[src/rtl/regfile_dump_reader_if.sv]
// Byte stream from the register-file dump engine to the debug UART transmitter.
// valid/ready handshake: a byte moves on a rising edge where both are high.
interface regfile_dump_reader_if;
  logic [7:0] byte_out;
  logic       byte_valid;
  logic       byte_ready;

  modport master (
    output byte_out,
    output byte_valid,
    input  byte_ready
  );

  modport slave (
    input  byte_out,
    input  byte_valid,
    output byte_ready
  );
endinterface

[src/rtl/regfile_dump_reader.sv]
// Walks a wrapping range of register-file addresses through one read port and
// streams each word out as bytes, least-significant byte first.
module regfile_dump_reader #(
  parameter int unsigned ADDR_WIDTH = 5,
  parameter int unsigned DATA_WIDTH = 32
) (
  input  logic                      clk,
  input  logic                      rst,
  input  logic                      start,
  input  logic                      abort,
  input  logic [ADDR_WIDTH-1:0]     first_addr,
  input  logic [ADDR_WIDTH-1:0]     last_addr,
  output logic [ADDR_WIDTH-1:0]     rd_addr,
  input  logic [DATA_WIDTH-1:0]     rd_data,
  regfile_dump_reader_if.master     bs,
  output logic                      busy,
  output logic                      done
);

  localparam int unsigned BYTES_PER_WORD = DATA_WIDTH / 8;
  localparam int unsigned IDX_W = (BYTES_PER_WORD > 1) ? $clog2(BYTES_PER_WORD) : 1;

  localparam logic [1:0] S_IDLE  = 2'd0;
  localparam logic [1:0] S_FETCH = 2'd1;
  localparam logic [1:0] S_SEND  = 2'd2;
  localparam logic [1:0] S_DONE  = 2'd3;

  logic [1:0]            state, state_nxt;
  logic [ADDR_WIDTH-1:0] cur, cur_nxt;
  logic [ADDR_WIDTH-1:0] last, last_nxt;
  logic [ADDR_WIDTH-1:0] rd_addr_nxt;
  logic [DATA_WIDTH-1:0] shift, shift_nxt, shift_dn;
  logic [IDX_W-1:0]      idx, idx_nxt;
  logic [7:0]            byte_out_q, byte_out_nxt;
  logic                  byte_valid_q, byte_valid_nxt;
  logic                  busy_nxt, done_nxt;
  logic                  hs, last_byte;

  assign bs.byte_out   = byte_out_q;
  assign bs.byte_valid = byte_valid_q;

  assign hs        = byte_valid_q && bs.byte_ready;
  assign last_byte = (idx == IDX_W'(BYTES_PER_WORD - 1));
  assign shift_dn  = shift >> 8;

  // State and registered outputs
  always_ff @(posedge clk or negedge rst) begin
    if (!rst) begin
      state        <= S_IDLE;
      cur          <= '0;
      last         <= '0;
      rd_addr      <= '0;
      shift        <= '0;
      idx          <= '0;
      byte_out_q   <= '0;
      byte_valid_q <= 1'b0;
      busy         <= 1'b0;
      done         <= 1'b0;
    end else begin
      state        <= state_nxt;
      cur          <= cur_nxt;
      last         <= last_nxt;
      rd_addr      <= rd_addr_nxt;
      shift        <= shift_nxt;
      idx          <= idx_nxt;
      byte_out_q   <= byte_out_nxt;
      byte_valid_q <= byte_valid_nxt;
      busy         <= busy_nxt;
      done         <= done_nxt;
    end
  end

  // Next state and next registered outputs; abort overrides everything
  always_comb begin
    state_nxt      = state;
    cur_nxt        = cur;
    last_nxt       = last;
    rd_addr_nxt    = rd_addr;
    shift_nxt      = shift;
    idx_nxt        = idx;
    byte_out_nxt   = byte_out_q;
    byte_valid_nxt = 1'b0;
    done_nxt       = 1'b0;

    if (abort) begin
      state_nxt = S_IDLE;
    end else begin
      case (state)
        S_IDLE: begin
          if (start) begin
            cur_nxt     = first_addr;
            last_nxt    = last_addr;
            rd_addr_nxt = first_addr;
            state_nxt   = S_FETCH;
          end
        end
        S_FETCH: begin
          shift_nxt      = rd_data;
          idx_nxt        = '0;
          byte_out_nxt   = rd_data[7:0];
          byte_valid_nxt = 1'b1;
          state_nxt      = S_SEND;
        end
        S_SEND: begin
          byte_valid_nxt = 1'b1;
          if (hs) begin
            shift_nxt    = shift_dn;
            idx_nxt      = idx + IDX_W'(1);
            byte_out_nxt = shift_dn[7:0];
            if (last_byte) begin
              byte_valid_nxt = 1'b0;
              if (cur == last) begin
                state_nxt = S_DONE;
                done_nxt  = 1'b1;
              end else begin
                cur_nxt     = cur + ADDR_WIDTH'(1);
                rd_addr_nxt = cur + ADDR_WIDTH'(1);
                state_nxt   = S_FETCH;
              end
            end
          end
        end
        S_DONE: begin
          state_nxt = S_IDLE;
        end
        default: begin
          state_nxt = S_IDLE;
        end
      endcase
    end

    busy_nxt = (state_nxt != S_IDLE);
  end

endmodule

[src/flat_wrapper.sv]
// flat-port wrapper written by rule: the top's interface ports become plain ports
module regfile_dump_reader_flat 
#(
  parameter int unsigned ADDR_WIDTH = 5,
  parameter int unsigned DATA_WIDTH = 32
)
  (clk, rst, start, abort, first_addr, last_addr, rd_addr, rd_data, busy, done, bs_byte_out, bs_byte_valid, bs_byte_ready);
  regfile_dump_reader_if bs_i ();
  input  logic clk;
  input  logic rst;
  input  logic start;
  input  logic abort;
  input  logic [ADDR_WIDTH-1:0] first_addr;
  input  logic [ADDR_WIDTH-1:0] last_addr;
  output logic [ADDR_WIDTH-1:0] rd_addr;
  input  logic [DATA_WIDTH-1:0] rd_data;
  output logic busy;
  output logic done;
  output wire logic [$bits(bs_i.byte_out)-1:0] bs_byte_out;
  output wire logic [$bits(bs_i.byte_valid)-1:0] bs_byte_valid;
  input wire logic [$bits(bs_i.byte_ready)-1:0] bs_byte_ready;
  assign bs_byte_out = bs_i.byte_out;
  assign bs_byte_valid = bs_i.byte_valid;
  assign bs_i.byte_ready = bs_byte_ready;
  regfile_dump_reader #(.ADDR_WIDTH(ADDR_WIDTH), .DATA_WIDTH(DATA_WIDTH)) u_core (.clk(clk), .rst(rst), .start(start), .abort(abort), .first_addr(first_addr), .last_addr(last_addr), .rd_addr(rd_addr), .rd_data(rd_data), .bs(bs_i), .busy(busy), .done(done));
endmodule
[config.mk]
export PLATFORM = sky130hd
export DESIGN_NAME = regfile_dump_reader_flat
export DESIGN_NICKNAME = d
export VERILOG_FILES = /design/src/rtl/regfile_dump_reader_if.sv /design/src/rtl/regfile_dump_reader.sv /design/src/flat_wrapper.sv
export SDC_FILE = /design/constraint.sdc
export NUM_CORES = 1
export LEC_CHECK = 0
export CORE_MARGIN = 1
export CORE_UTILIZATION = 53
export DETAILED_ROUTE_END_ITERATION = 10
export PLACE_DENSITY = 0.85
export SLEW_MARGIN = 20
export SYNTH_ARGS = -nofsm -noshare
export SYNTH_HDL_FRONTEND = slang
export SYNTH_SLANG_ARGS = --single-unit
[constraint.sdc]
create_clock -name clk -period 3.6 [get_ports clk]
set_clock_uncertainty 0.05 [all_clocks]
set_input_delay 0.54 -clock clk [delete_from_list [all_inputs] [get_ports clk]]
set_output_delay 0.54 -clock clk [all_outputs]
set_load 0.005 [all_outputs]
==> run metrics <==
Synth Area in Adders=0.0252; RSZ-0062 raised after global routing=false; DRT Pass-1 Iters=4; Final Core Density=0.719; GRT Util Overall=0.207; DR vias=1821; max cap viols=0; Clock power frac=0.216; Worst Path Arrival=2.61 ns; first-pass GRT wire length=8070 um; CTS tree=yes; max-slew violation count=0; Num CTS Buffers=5; setup ws final=1.12 ns; Slew @ Worst Pin=0.642 ns; number of global-route vias before repair=1664; total wire length=between 4000 and 5000 um; post-synthesis mux area share=0.138; clock net sink count=49; Routed Antenna Nets=0; Ports=63; synthesized instance count=239; Rel. slew slack=0.571; period utilisation layout=0.689; Req. time, crit path=3.73 ns; Post-CTS Hold Fix Bufs=0; core outline area=4410 sq um; largest net degree at the start of global routing=59; Post-CTS Setup Inserts=0; initial antenna violation count=0; Initial Utilization=0.563; simple-gate portion of the synthesized area=0.145; post-cts resize count=0; crit path time final=around 2.5 ns; maximum clock rate=between 400 and 500 MHz; status=finished, final reports clean; ANT cells=0; input/output buffers=62; worst r2r path cells=6; worst reg2reg setup slack=1.12 ns; Leakage Power=~1.3 nW; Die ar.=4960 sq um; cell row count=24; 1st-iter DRT viols=125; Synth Cell Area=2480 sq um; Worst R2R End=u_core.rd_addr[1]; FF-to-FF Start=u_core.state[0]; area grow syn2layout=27.8%; P per Cell Area=536 nW/um^2; Finished Layout Cells=343; Via-to-Cell Ratio=5.31; Final Hold Fails=0; chip width=~70 um; hold slack=approximately 0.20 ns; Clock Pin Slew Worst Setup and Hold Paths=~0.080 ns; combinational share of power=0.282; CP Class=register to register; Worst Setup EP=u_core.rd_addr[1]; Worst-Skew Late Latency=0.29 ns; mean post-synth cell area=between 10 and 15 sq um; Mapped Nets=291; main combinational cell family by area after synthesis=simple AND/OR/NAND/NOR gates; switching share of power=0.285; CP startpoint=u_core.state[0]; Critical Path Source Type=register; P_int=1.22 mW; post-place setup slack=1.16 ns; Flop pwr share=0.502; Sum Neg Setup Slack=0 ns; P_sw=roughly 0.49 mW; layout cells sized above 1=0.0859; final setup vio count=0; post-synthesis xor/xnor area fraction=0.0207; Ys Warns=0; fin nets=between 300 and 400; Synth cell types=39; DR WL/cell=13.8 um; DR DRC count=0; peak supply drop=~0.00027 V; CTS H-tree lvls=2; gr ovfl total=0; CP Max Fanout=26; min-delay worst type=input pin to asynchronous set/reset pin; global placement routability congestion=0.806; Placed Cells=between 300 and 400; Chip Height=70.5 um; sequential-to-total area share from yosys stat=0.494; clk buf depth=2; Post-DP HPWL=roughly 3400 um; crit end category=register; root buffer cell=clkbuf_8; Synth Register Bits=49; Compound-Gate Fraction of Synth Area=0.119
## critical path, stage by stage, from the launching register on
cell	delay [ns]
dfrtp_1	0.40
inv_1	0.09
ha_2	0.54
buf_4	0.45
nand2_1	0.25
o21a_4	0.29
mux2_4	0.29
## cells in the mapped netlist
master,instances,area share
xnor2_2,1,0.0066
mux2_4,1,0.0060
mux2_2,6,0.027
o41a_1,1,0.0045
a211oi_2,1,0.0050
nand4_2,1,0.0050
nor3b_1,1,0.0030
o21a_4,1,0.0060
buf_4,10,0.030
clkbuf_1,4,0.0060
a2bb2oi_1,1,0.0035
a221oi_2,1,0.0060
buf_2,5,0.010
o31a_1,1,0.0035
nand3b_1,10,0.030
nor4_1,1,0.0025
a211o_1,1,0.0035
xnor2_1,4,0.014
mux2i_1,26,0.10
nand3_2,1,0.0040
o21ai_1,10,0.020
dfrtp_1,49,0.49
nor3_1,3,0.0060
a21oi_1,5,0.010
nand3_1,3,0.0060
ha_1,5,0.025
o211a_1,1,0.0040
nand2b_1,1,0.0025
o21bai_1,1,0.0030
inv_1,8,0.012
a31oi_1,1,0.0025
nor2_1,3,0.0045
o21ai_0,14,0.028
nand4b_1,1,0.0035
nand2_1,48,0.073
a32oi_1,1,0.0035
or2_2,1,0.0025
and3_1,1,0.0025
o211ai_1,5,0.015
## layout by cell type (no fill, tap or decap), types with 4 or more instances in the layout
master / n
dfrtp_1: 49
clkbuf_8: 5
mux2_2: 6
ha_1: 4
o211ai_1: 5
nand2_1: 48
o21ai_1: 10
mux2i_1: 26
clkdlybuf4s50_1: 61
a21oi_1: 5
inv_1: 8
o21ai_0: 14
nand3b_1: 10
xnor2_1: 4
## through the flow
step / power, mW / instance area (sq um)
3_3_place_gp: 1.32 / 3070
5_1_grt: 1.82 / 3170
2_1_floorplan: 1.16 / 2480
3_5_place_dp: 1.36 / 3070
4_1_cts: 1.73 / 3170
6_report: 1.70 / 3170
## power groups by stage
stage,clock (mW),sequential [mW],combinational (mW)
final,0.368,0.854,0.481
after global routing,0.404,0.881,0.540
after CTS,0.382,0.855,0.490
after detailed placement,0,0.868,0.488
after global placement,0,0.856,0.468
after floorplan,0,0.837,0.321
## registers in the layout (all words and copies together), names as in the netlist
signal,cells
u_core.done,1
u_core.last,5
u_core.busy,1
u_core.rd_addr,5
u_core.bs.byte_valid,1
u_core.shift,25
u_core.state,2
u_core.idx,2
u_core.bs.byte_out,7
## worst min-delay path by stage
stage          slack, ns                    end             start
6_report            0.20         u_core.last[1]               rst
5_1_grt             0.24         u_core.last[1]               rst
4_1_cts             0.42       u_core.shift[30]  u_core.shift[30]
3_5_place_dp        0.41       u_core.shift[30]  u_core.shift[30]
3_3_place_gp        0.40       u_core.shift[30]  u_core.shift[30]
2_1_floorplan       0.19  u_core.bs.byte_out[0]               rst
## routing by layer
| layer | vias up | routed length (um) | GRT usage |
|---|---|---|---|
| met5 | - | 0 | 0 |
| met4 | 0 | 56 | 0.0600 |
| met3 | 5 | 200 | 0.0317 |
| met2 | 51 | 2280 | 0.324 |
| met1 | 838 | 2180 | 0.298 |
| li1 | 927 | - | - |
## logic make-up (layout without fill, tap and decap cells)
| family | after synthesis | count (layout) |
|---|---|---|
| AO/OA/AOI/OAI | 45 | 45 |
| XOR/XNOR | 5 | 5 |
| adder cells (fa/ha/maj) | 5 | 5 |
| buffers and inverters | 27 | 79 |
| flip-flops | 49 | 49 |
| multiplexers | 33 | 33 |
| AND/OR/NAND/NOR | 75 | 75 |
## area by class of cell
cell class | instances | area, sq um
tap | 52 | 65.1
inverter | 8 | 30.0
sequential | 49 | 1230
clock inverter | 2 | 35.0
clock buffer | 5 | 68.8
timing repair buffer | 64 | 633
fill | 342 | 1240
multi-input combinational | 163 | 1110
(Power assumes the default switching activity.)
